[config.mk]
export PLATFORM = sky130hd
export DESIGN_NAME = zedboard_to_video
export DESIGN_NICKNAME = d
export VERILOG_FILES = /design/src/rtl/zedboard_to_video.sv
export SDC_FILE = /design/constraint.sdc
export NUM_CORES = 1
export LEC_CHECK = 0
export ABC_CLOCK_PERIOD_IN_PS = 5100
export CAP_MARGIN = 20
export CORE_ASPECT_RATIO = 0.7
export CORE_MARGIN = 10
export CORE_UTILIZATION = 57
export CTS_CLUSTER_SIZE = 10
export DETAILED_ROUTE_END_ITERATION = 10
export PLACE_DENSITY = 0.84
export SYNTH_ARGS = -nofsm -noshare
export SYNTH_HDL_FRONTEND = slang
export SYNTH_SLANG_ARGS = --single-unit
[constraint.sdc]
create_clock -name clk -period 5.1 [get_ports clk]
set_clock_uncertainty 0.2 [all_clocks]
set_input_delay 1.02 -clock clk [delete_from_list [all_inputs] [get_ports clk]]
set_output_delay 1.02 -clock clk [all_outputs]
set_load 0.01 [all_outputs]
[src/rtl/zedboard_to_video.sv]
// zedboard_to_video: rebuilds a 24-bit 4:4:4 vid_io stream from the ZedBoard
// 16-bit YCbCr 4:2:2 HDMI pin bus, and measures frame geometry and lock.
// Three register stages: s1 (pin capture), s2 (chroma pairing), s3 (outputs).
module zedboard_to_video #(
    parameter int SYNC_ACTIVE_HIGH = 1,
    parameter int LOCK_FRAMES      = 2
) (
    input  logic        clk,
    input  logic        reset,
    input  logic        HD_DE,
    input  logic [15:0] HD_D,
    input  logic        HD_HSYNC,
    input  logic        HD_VSYNC,
    output logic        vid_io_out_active_video,
    output logic [23:0] vid_io_out_data,
    output logic        vid_io_out_field,
    output logic        vid_io_out_hblank,
    output logic        vid_io_out_vblank,
    output logic        vid_io_out_hsync,
    output logic        vid_io_out_vsync,
    output logic [11:0] frame_width,
    output logic [11:0] frame_height,
    output logic        locked
);

    localparam logic        SYNC_POL = (SYNC_ACTIVE_HIGH != 0);
    localparam logic [3:0]  LOCK_TH  = 4'(LOCK_FRAMES);
    localparam logic [11:0] CNT_MAX  = 12'hFFF;

    // Syncs are held active-high internally and re-polarised at the outputs.
    logic        s1_de, s1_hs, s1_vs;
    logic [15:0] s1_d;
    logic        s2_de, s2_hs, s2_vs, s2_odd, s2_vb;
    logic [15:0] s2_d;
    logic        s3_vs;
    logic        de_seen;
    logic [7:0]  cb_hold;
    logic [11:0] pix_cnt, line_cnt;
    logic [3:0]  match_cnt;
    logic        armed;

    logic        s1_odd, hs_edge, vb_next;
    logic        de_rise, vs_edge, geom_same;
    logic [3:0]  match_next;
    logic [23:0] pix_data;

    // Chroma phase, vblank decision and 4:2:2 -> 4:4:4 pairing.
    // An even pixel in s2 borrows Cr from the odd pixel behind it in s1;
    // an odd pixel reuses the Cb saved from its even partner.
    always_comb begin
        s1_odd  = s2_de & ~s2_odd;
        hs_edge = s1_hs & ~s2_hs;
        if (s1_de)
            vb_next = 1'b0;
        else if (hs_edge && !de_seen)
            vb_next = 1'b1;
        else
            vb_next = s2_vb;
        if (!s2_de)
            pix_data = 24'h0;
        else if (s2_odd)
            pix_data = {s2_d[7:0], cb_hold, s2_d[15:8]};
        else
            pix_data = {(s1_de ? s1_d[7:0] : 8'h80), s2_d[7:0], s2_d[15:8]};
    end

    // Measurement runs on the s2 stage so latched results land together
    // with the output vsync leading edge.
    always_comb begin
        de_rise    = s2_de & ~vid_io_out_active_video;
        vs_edge    = s2_vs & ~s3_vs;
        geom_same  = (pix_cnt == frame_width) && (line_cnt == frame_height) &&
                     (pix_cnt != 12'd0) && (line_cnt != 12'd0);
        if (!geom_same)
            match_next = 4'd0;
        else if (match_cnt == 4'hF)
            match_next = 4'hF;
        else
            match_next = match_cnt + 4'd1;
    end

    // Video pipeline: capture, pairing and aligned output registers.
    always_ff @(posedge clk) begin
        if (reset) begin
            s1_de                   <= 1'b0;
            s1_d                    <= 16'h0;
            s1_hs                   <= 1'b0;
            s1_vs                   <= 1'b0;
            s2_de                   <= 1'b0;
            s2_d                    <= 16'h0;
            s2_hs                   <= 1'b0;
            s2_vs                   <= 1'b0;
            s2_odd                  <= 1'b0;
            s2_vb                   <= 1'b1;
            s3_vs                   <= 1'b0;
            de_seen                 <= 1'b0;
            cb_hold                 <= 8'h0;
            vid_io_out_active_video <= 1'b0;
            vid_io_out_data         <= 24'h0;
            vid_io_out_hblank       <= 1'b1;
            vid_io_out_vblank       <= 1'b1;
            vid_io_out_hsync        <= ~SYNC_POL;
            vid_io_out_vsync        <= ~SYNC_POL;
        end else begin
            s1_de  <= HD_DE;
            s1_d   <= HD_D;
            s1_hs  <= (HD_HSYNC == SYNC_POL);
            s1_vs  <= (HD_VSYNC == SYNC_POL);
            s2_de  <= s1_de;
            s2_d   <= s1_d;
            s2_hs  <= s1_hs;
            s2_vs  <= s1_vs;
            s2_odd <= s1_odd & s1_de;
            s2_vb  <= vb_next;
            s3_vs  <= s2_vs;
            if (hs_edge)
                de_seen <= s1_de;
            else if (s1_de)
                de_seen <= 1'b1;
            if (s2_de && !s2_odd)
                cb_hold <= s2_d[7:0];
            vid_io_out_active_video <= s2_de;
            vid_io_out_data         <= pix_data;
            vid_io_out_hblank       <= ~s2_de;
            vid_io_out_vblank       <= s2_vb;
            vid_io_out_hsync        <= s2_hs ? SYNC_POL : ~SYNC_POL;
            vid_io_out_vsync        <= s2_vs ? SYNC_POL : ~SYNC_POL;
        end
    end

    // Frame size counters, latch on vsync and lock tracking.
    always_ff @(posedge clk) begin
        if (reset) begin
            pix_cnt      <= 12'd0;
            line_cnt     <= 12'd0;
            armed        <= 1'b0;
            frame_width  <= 12'd0;
            frame_height <= 12'd0;
            match_cnt    <= 4'd0;
            locked       <= 1'b0;
        end else begin
            if (de_rise)
                pix_cnt <= 12'd1;
            else if (s2_de && pix_cnt != CNT_MAX)
                pix_cnt <= pix_cnt + 12'd1;
            if (vs_edge) begin
                line_cnt <= de_rise ? 12'd1 : 12'd0;
                armed    <= 1'b1;
                if (armed) begin
                    frame_width  <= pix_cnt;
                    frame_height <= line_cnt;
                    match_cnt    <= match_next;
                    locked       <= (match_next >= LOCK_TH);
                end
            end else if (de_rise && line_cnt != CNT_MAX) begin
                line_cnt <= line_cnt + 12'd1;
            end
        end
    end

    assign vid_io_out_field = 1'b0;

endmodule

==> summary.txt, run 1 <==
Status
  • Outcome: complete, no violations

Floorplanning
  • Chip Height: 98.2 µm
  • Full die area: 12,900 µm²
  • Initial Utilization: approximately three fifths
  • Die X: 132 µm
  • IO Pins: 76
  • Core ar.: 8480 µm²
  • # rows: 28

Synth
  • Number of enable flip-flop cells after synthesis: 0
  • Syn_nets: 561
  • Distinct cells, synth: 46
  • Syn Area/Cell: 9.31 µm²
  • Post-Syn Area: 4980 µm²
  • Mapped Cells: 535
  • Post-synth ARST share: 0%
  • Synthesis Warnings: 0
  • Sequential share of the synthesized area: between 50% and 60%
  • Synthesis-stage register bit count: around 130
  • Top FF cell, synth: dfxtp_1

Timing
  • Unrepaired setup endpoints after global routing: no
  • Rel. slew slack: 31.3%
  • Tmin final: 2.95 ns
  • Slew Limit Fails: 0
  • Fmax: between 300 and 400 MHz
  • Tcrit/Tclk final: about 58%
  • Worst-Margin Slew: 1.03 ns
  • Final Hold Viols: 0
  • Setup TNS: 0 ns
  • Setup Viol. Count Final: 0
  • Hold slack: 0.229 ns

Detailed routing
  • Drt drc: 0
  • Routed WL per cell: 16.2 µm
  • Post-route ant nets: 0
  • Initial DRT Pass Iterations: 7
  • Via count: about 3,900
  • Number of DRC markers in iteration 0: 342
  • DRT Wirelength: 11,700 µm
  • Drt via density: 5.35

Global route
  • Met2 Use GR: 29.8%
  • Antenna violations before repair: 0
  • Via count of the first global-routing pass: ~3,800
  • First-pass GRT wire length: 19,100 µm
  • GR Overflow Total: 0
  • GR Util All Layers: 18.2%
  • Met1 Track Usage GR: a little over a fifth
  • Most used routing layer: met2
  • Met3 Resource Use GR: 5.94%
  • Largest net degree at the start of global routing: 56

Clock network
  • CTS root buffer: clkbuf_16
  • Worst-Skew Late Latency: 0.41 ns
  • Clock-pin slew on the worst setup and hold paths: 0.06 ns
  • TritonCTS clock tree: yes
  • Num CTS Buffers: 17
  • H-tree depth: 4
  • Sink Count: 132
  • Max Buffers Root-to-Sink: 2
  • Postcts setup bufs: 0
  • Cts hold-fix bufs: 0
  • CTS resizes: 0

Critical path
  • Critical Path Sink Type: flop
  • Internal reg-to-reg setup slack: 2.84 ns
  • Worst setup SP type: input port
  • CP peak stage delay: 0.72 ns
  • Reg-to-reg endpoint: match_cnt[0]
  • Crit Reg-Reg Startpoint: s2_vs
  • Crit path max-delay family: buffers and inverters
  • Cells on worst reg2reg path: 5
  • CP max stage cell: buf_2
  • Critical Path AT: 3.04 ns
  • Setup Crit Path Kind: input port to flop
  • Critical Path RT: about 5.2 ns
  • CP cell instances: buf_2 > nand2b_1 > inv_1 > and2_1 > a22o_1
  • CP bufs+invs: 2
  • CP Max Fanout: 55

Final layout
  • Share of cells above drive strength 1: 7.46%
  • Most frequent cells in the layout: dfxtp_1 (132), nand2_1 (78), clkdlybuf4s50_1 (73)
  • Area growth from synthesis to layout: 25.7%
  • Post-layout util: 73.8%
  • Commonest non-fill, non-tap cell in the layout: dfxtp_1
  • Post-route design area: 6260 µm²
  • Ant. Diodes: 0
  • Fin nets: 616

Job
  • Max-Cap Viols: 0

Pwr
  • Leakage: 2.28 nW
  • PD cells: about 370 nW/µm²
  • Worst VDD drop: 0.332 mV
  • Final Total Pwr: 2.32 mW

Placement
  • Placed cell area: 5680 µm²
  • Placer Congestion: 0.807
  • HPWL after DPL: 8050 µm
  • Port-buffer cells: 74

Hold path
  • Min-delay src: s2_d[11]
  • Hold depth: 1
  • Worst hold-check path type: flop to flop
  • WHS Endpoint: vid_io_out_data[3]
-- cells in the mapped netlist (all sizes together) (9+ instances only) --
cell type | number | area share (%)
mux2i | 9 | 1.8
nor3 | 12 | 1.4
xor2 | 17 | 3.0
a21oi | 43 | 4.3
and2 | 12 | 1.5
xnor2 | 23 | 4.0
buf | 19 | 2.4
nor2 | 37 | 2.8
nand4 | 11 | 1.5
dfxtp | 132 | 53
nand3 | 13 | 1.3
clkbuf | 20 | 1.5
nor2b | 42 | 5.3
nand2 | 78 | 5.9
-- report_power, final --
group          internal [mW]  leakage (nW)  switching (mW)  total (mW)
clock network          0.724         0.274           0.459        1.18
logic                 0.0344         0.938          0.0353      0.0696
registers               1.05          1.07          0.0130        1.06
total                   1.81          2.28           0.507        2.32
-- cells by family (layout without fill, tap and decap cells) --
group / after synthesis / count (layout) / share of synthesized area (%)
xor gates and xnor gates: 40 / 40 / 7.03
other: 1 / 1 / 0.0753
AOI/OAI and AO/OA: 64 / 64 / 7.49
buffers and inverters: 46 / 114 / 4.45
adders and majority gates: 5 / 5 / 1.26
DFF: 132 / 132 / 53.1
muxes: 9 / 9 / 1.81
and+or+nand+nor: 238 / 238 / 24.8
-- worst max-delay path by stage --
stage / start / endpoint / slack [ns] / depth (start not counted)
6_report: reset / vid_io_out_data[18] / 2.15 / 5
5_1_grt: reset / vid_io_out_data[22] / 2.02 / 5
4_1_cts: reset / vid_io_out_data[18] / 2.17 / 5
3_5_place_dp: reset / vid_io_out_data[22] / 1.83 / 5
3_3_place_gp: reset / vid_io_out_data[21] / 1.90 / 5
2_1_floorplan: reset / armed / 2.90 / 4
-- metrics by stage --
| stage | instances | setup WS [ns] |
|---|---|---|
| final | 723 | 2.15 |
| after floorplan | 535 | 2.90 |
| after CTS | 723 | 2.17 |
| after detailed placement | 691 | 1.83 |
| after global placement | 691 | 1.90 |
| after global routing | 723 | 2.02 |
-- state kept, by name, summed over array words and instances (netlist names), 4 cells and up --
register and flops:
cb_hold 8, vid_io_out_data 24, s2_d 16, frame_height 12, pix_cnt 12, match_cnt 4
frame_width 12, line_cnt 12, s1_d 16
-- routing by layer --
metal	wire length, µm	part of all wire, %
met5	0	0
met4	203	1.7
met3	685	5.9
met2	5710	49
met1	5100	44
-- area by class of cell --
class | instances | area [µm²]
sequential | 132 | 2640
timing repair buffer | 75 | 743
fill | 610 | 2220
clock inverter | 14 | 153
tap | 120 | 150
clock buffer | 18 | 429
multi-input combinational | 357 | 2120
inverter | 7 | 26.3
Note: power is estimated with default switching activity, not from simulation.
==> run 2: changes to the inputs <==
Settings changed: ABC_CLOCK_PERIOD_IN_PS 5100 to 2920, CORE_UTILIZATION 57 to 53, PLACE_DENSITY 0.84 to 0.79.
Clock period 5.1 ns to 2.92 ns, I/O delays scaled along.
==> run 2 against run 1 <==
Against the previous run: cell count rose by 0.83%; first-iteration DRC count is 5.6% lower; setup slack worse by 1.4 ns; largest cell class unchanged; largest power group unchanged.
==> summary.txt, run 2 (same netlist as run 1, synthesis figures left out) <==
Placement
  • Placer Congestion: 0.855 (+5.9%)
  • Setup WS pre-CTS: 0.923 ns (-0.904 ns)
  • Port-buffer cells: 74 (unchanged)
  • HPWL after DPL: 8170 µm (+1.6%)
  • DP Cell Count: 698 (+1.0%)
  • Placed cell area: 5720 µm² (+0.71%)

Detailed routing
  • WL met1: 5330 µm (+4.5%)
  • Metal3 WL: 838 µm (+22%)
  • Via count: 3,836 (-0.80%)
  • Drt drc: 0 (unchanged)
  • DRT Wirelength: 11,900 µm (+1.3%)
  • Routed WL per cell: 16.3 µm (+0.46%)
  • Initial DRT Pass Iterations: 5 (-2)
  • Highest metal used: met4
  • Routed wl met2: 5520 µm (-3.4%)
  • Number of DRC markers in iteration 0: 323 (-5.6%)
  • Post-route ant nets: 0 (unchanged)
  • Drt via density: 5.26 (-1.6%)

Timing
  • Rel. slew slack: 36.4% (+5.2 points)
  • Setup TNS: 0 ns (unchanged)
  • Unrepaired setup endpoints after global routing: no
  • Slew Limit Fails: 0 (unchanged)
  • Tcrit/Tclk final: 75.6%
  • Hold slack: 0.231 ns (+0.00150 ns)
  • Final Hold Viols: 0 (unchanged)
  • Fmax: 453 MHz
  • Worst-Margin Slew: 0.951 ns (-0.0798 ns)
  • Tmin final: 2.21 ns
  • Worst setup margin: 0.713 ns (-1.44 ns)
  • Setup Viol. Count Final: 0 (unchanged)

Critical path
  • Crit path max-delay family: buffers and inverters
  • Worst setup SP type: flop
  • CP bufs+invs: 1 (-1)
  • CP max stage cell: clkdlybuf4s50_1
  • CP peak stage delay: 0.58 ns (-0.14 ns)
  • CP cell instances: clkdlybuf4s50_1
  • Critical Path AT: 1.42 ns (-1.62 ns)
  • Setup Crit Path Kind: flop to output port
  • Critical Path Sink Type: output port
  • Critical Path RT: 2.14 ns (-3.06 ns)
  • CP Max Fanout: 4 (-93%)

Final layout
  • Area growth from synthesis to layout: 27.2%
  • Reg with most FFs: vid_io_out_data
  • Post-route design area: 6330 µm² (+1.2%)
  • Largest regs: vid_io_out_data: 24 flops, s1_d: 16 flops, s2_d: 16 flops
  • Post-layout util: 69.5% (-4.3 points)
  • Fin nets: 619 (+0.49%)
  • Share of cells above drive strength 1: 7.93% (+0.47 points)
  • Ant. Diodes: 0 (unchanged)
  • Most frequent cells in the layout: dfxtp_1 (132), nand2_1 (78), clkdlybuf4s50_1 (73)
  • Max FFs per register: 24 (unchanged)
  • Commonest non-fill, non-tap cell in the layout: dfxtp_1
  • Non-filler cells, final: 729 (+0.83%)

Pwr
  • Worst VDD drop: 0.613 mV (+85%)
  • Leakage: 2.32 nW (+1.7%)
  • Sequential Power Share: 44.6% (-1.3 points)
  • Final Total Pwr: 4.16 mW (+80%)
  • Sw Pwr: 0.890 mW (+76%)
  • PD cells: 657 nW/µm² (+78%)
  • Clock power frac: 52.4% (+1.3 points)
  • Logic pwr share: 3.0% (about the same)
  • Pint: 3.27 mW (+81%)
  • Sw Share: 21.4% (-0.50 points)

Clock network
  • TritonCTS clock tree: yes
  • CTS resizes: 0 (unchanged)
  • Worst-Skew Late Latency: 0.41 ns (about the same)
  • CTS root buffer: clkbuf_16
  • Cts hold-fix bufs: 0 (unchanged)
  • H-tree depth: 4 (unchanged)
  • Postcts setup bufs: 0 (unchanged)
  • Sink Count: 132 (unchanged)
  • Max Buffers Root-to-Sink: 2 (unchanged)
  • Num CTS Buffers: 17 (unchanged)
  • Clock-pin slew on the worst setup and hold paths: 0.06 ns (about the same)

Job
  • Max-Cap Viols: 0 (unchanged)

Global route
  • Antenna violations before repair: 0 (unchanged)
  • GR Overflow Total: 0 (unchanged)
  • Via count of the first global-routing pass: 3,721 (-1.6%)
  • First-pass GRT wire length: 19,200 µm (+0.21%)
  • GR Util All Layers: 17.6% (-0.57 points)
  • Largest net degree at the start of global routing: 84 (+50%)

Hold path
  • Worst hold-check path type: flop to flop

Floorplanning
  • Core ar.: 9110 µm² (+7.4%)
  • Die X: 136 µm (+3.1%)
  • # rows: 29 (+3.6%)
  • IO Pins: 76 (unchanged)
  • Chip Height: 101 µm (+3.0%)
  • Full die area: 13,700 µm² (+6.2%)
  • Initial Utilization: 54.7% (-4.1 points)

Status
  • Outcome: complete, no violations
run 2: per-layer routing:
metal	track usage, %	vias up
met5	0	-
met4	6.53	0
met3	5.33	15
met2	26.8	140
met1	23.1	1795
li1	-	1886
run 2: worst paths after layout:
path                                start                      end  slack (ns)  cells after the start
setup / recovery  vid_io_out_active_video  vid_io_out_active_video        0.71                      1
hold / removal                    s2_d[9]       vid_io_out_data[1]        0.23                      1
setup reg to reg               pix_cnt[0]              pix_cnt[10]        0.85                      6
hold reg to reg                   s2_d[9]       vid_io_out_data[1]        0.23                      1
run 2: final cells by class:
type | instances | area (µm²)
clock buffer | 18 | 439
clock inverter | 13 | 175
fill | 658 | 2770
inverter | 7 | 26.3
multi-input combinational | 357 | 2120
sequential | 132 | 2640
tap | 124 | 155
timing repair buffer | 78 | 778
run 2: power by group through the flow:
stage,registers (mW),logic (mW),clock network (mW)
floorplan,1.89,0.0723,0
global placement,1.89,0.121,0
detailed placement,1.90,0.124,0
CTS,1.86,0.125,2.21
global route,1.86,0.138,2.29
finish,1.86,0.125,2.18
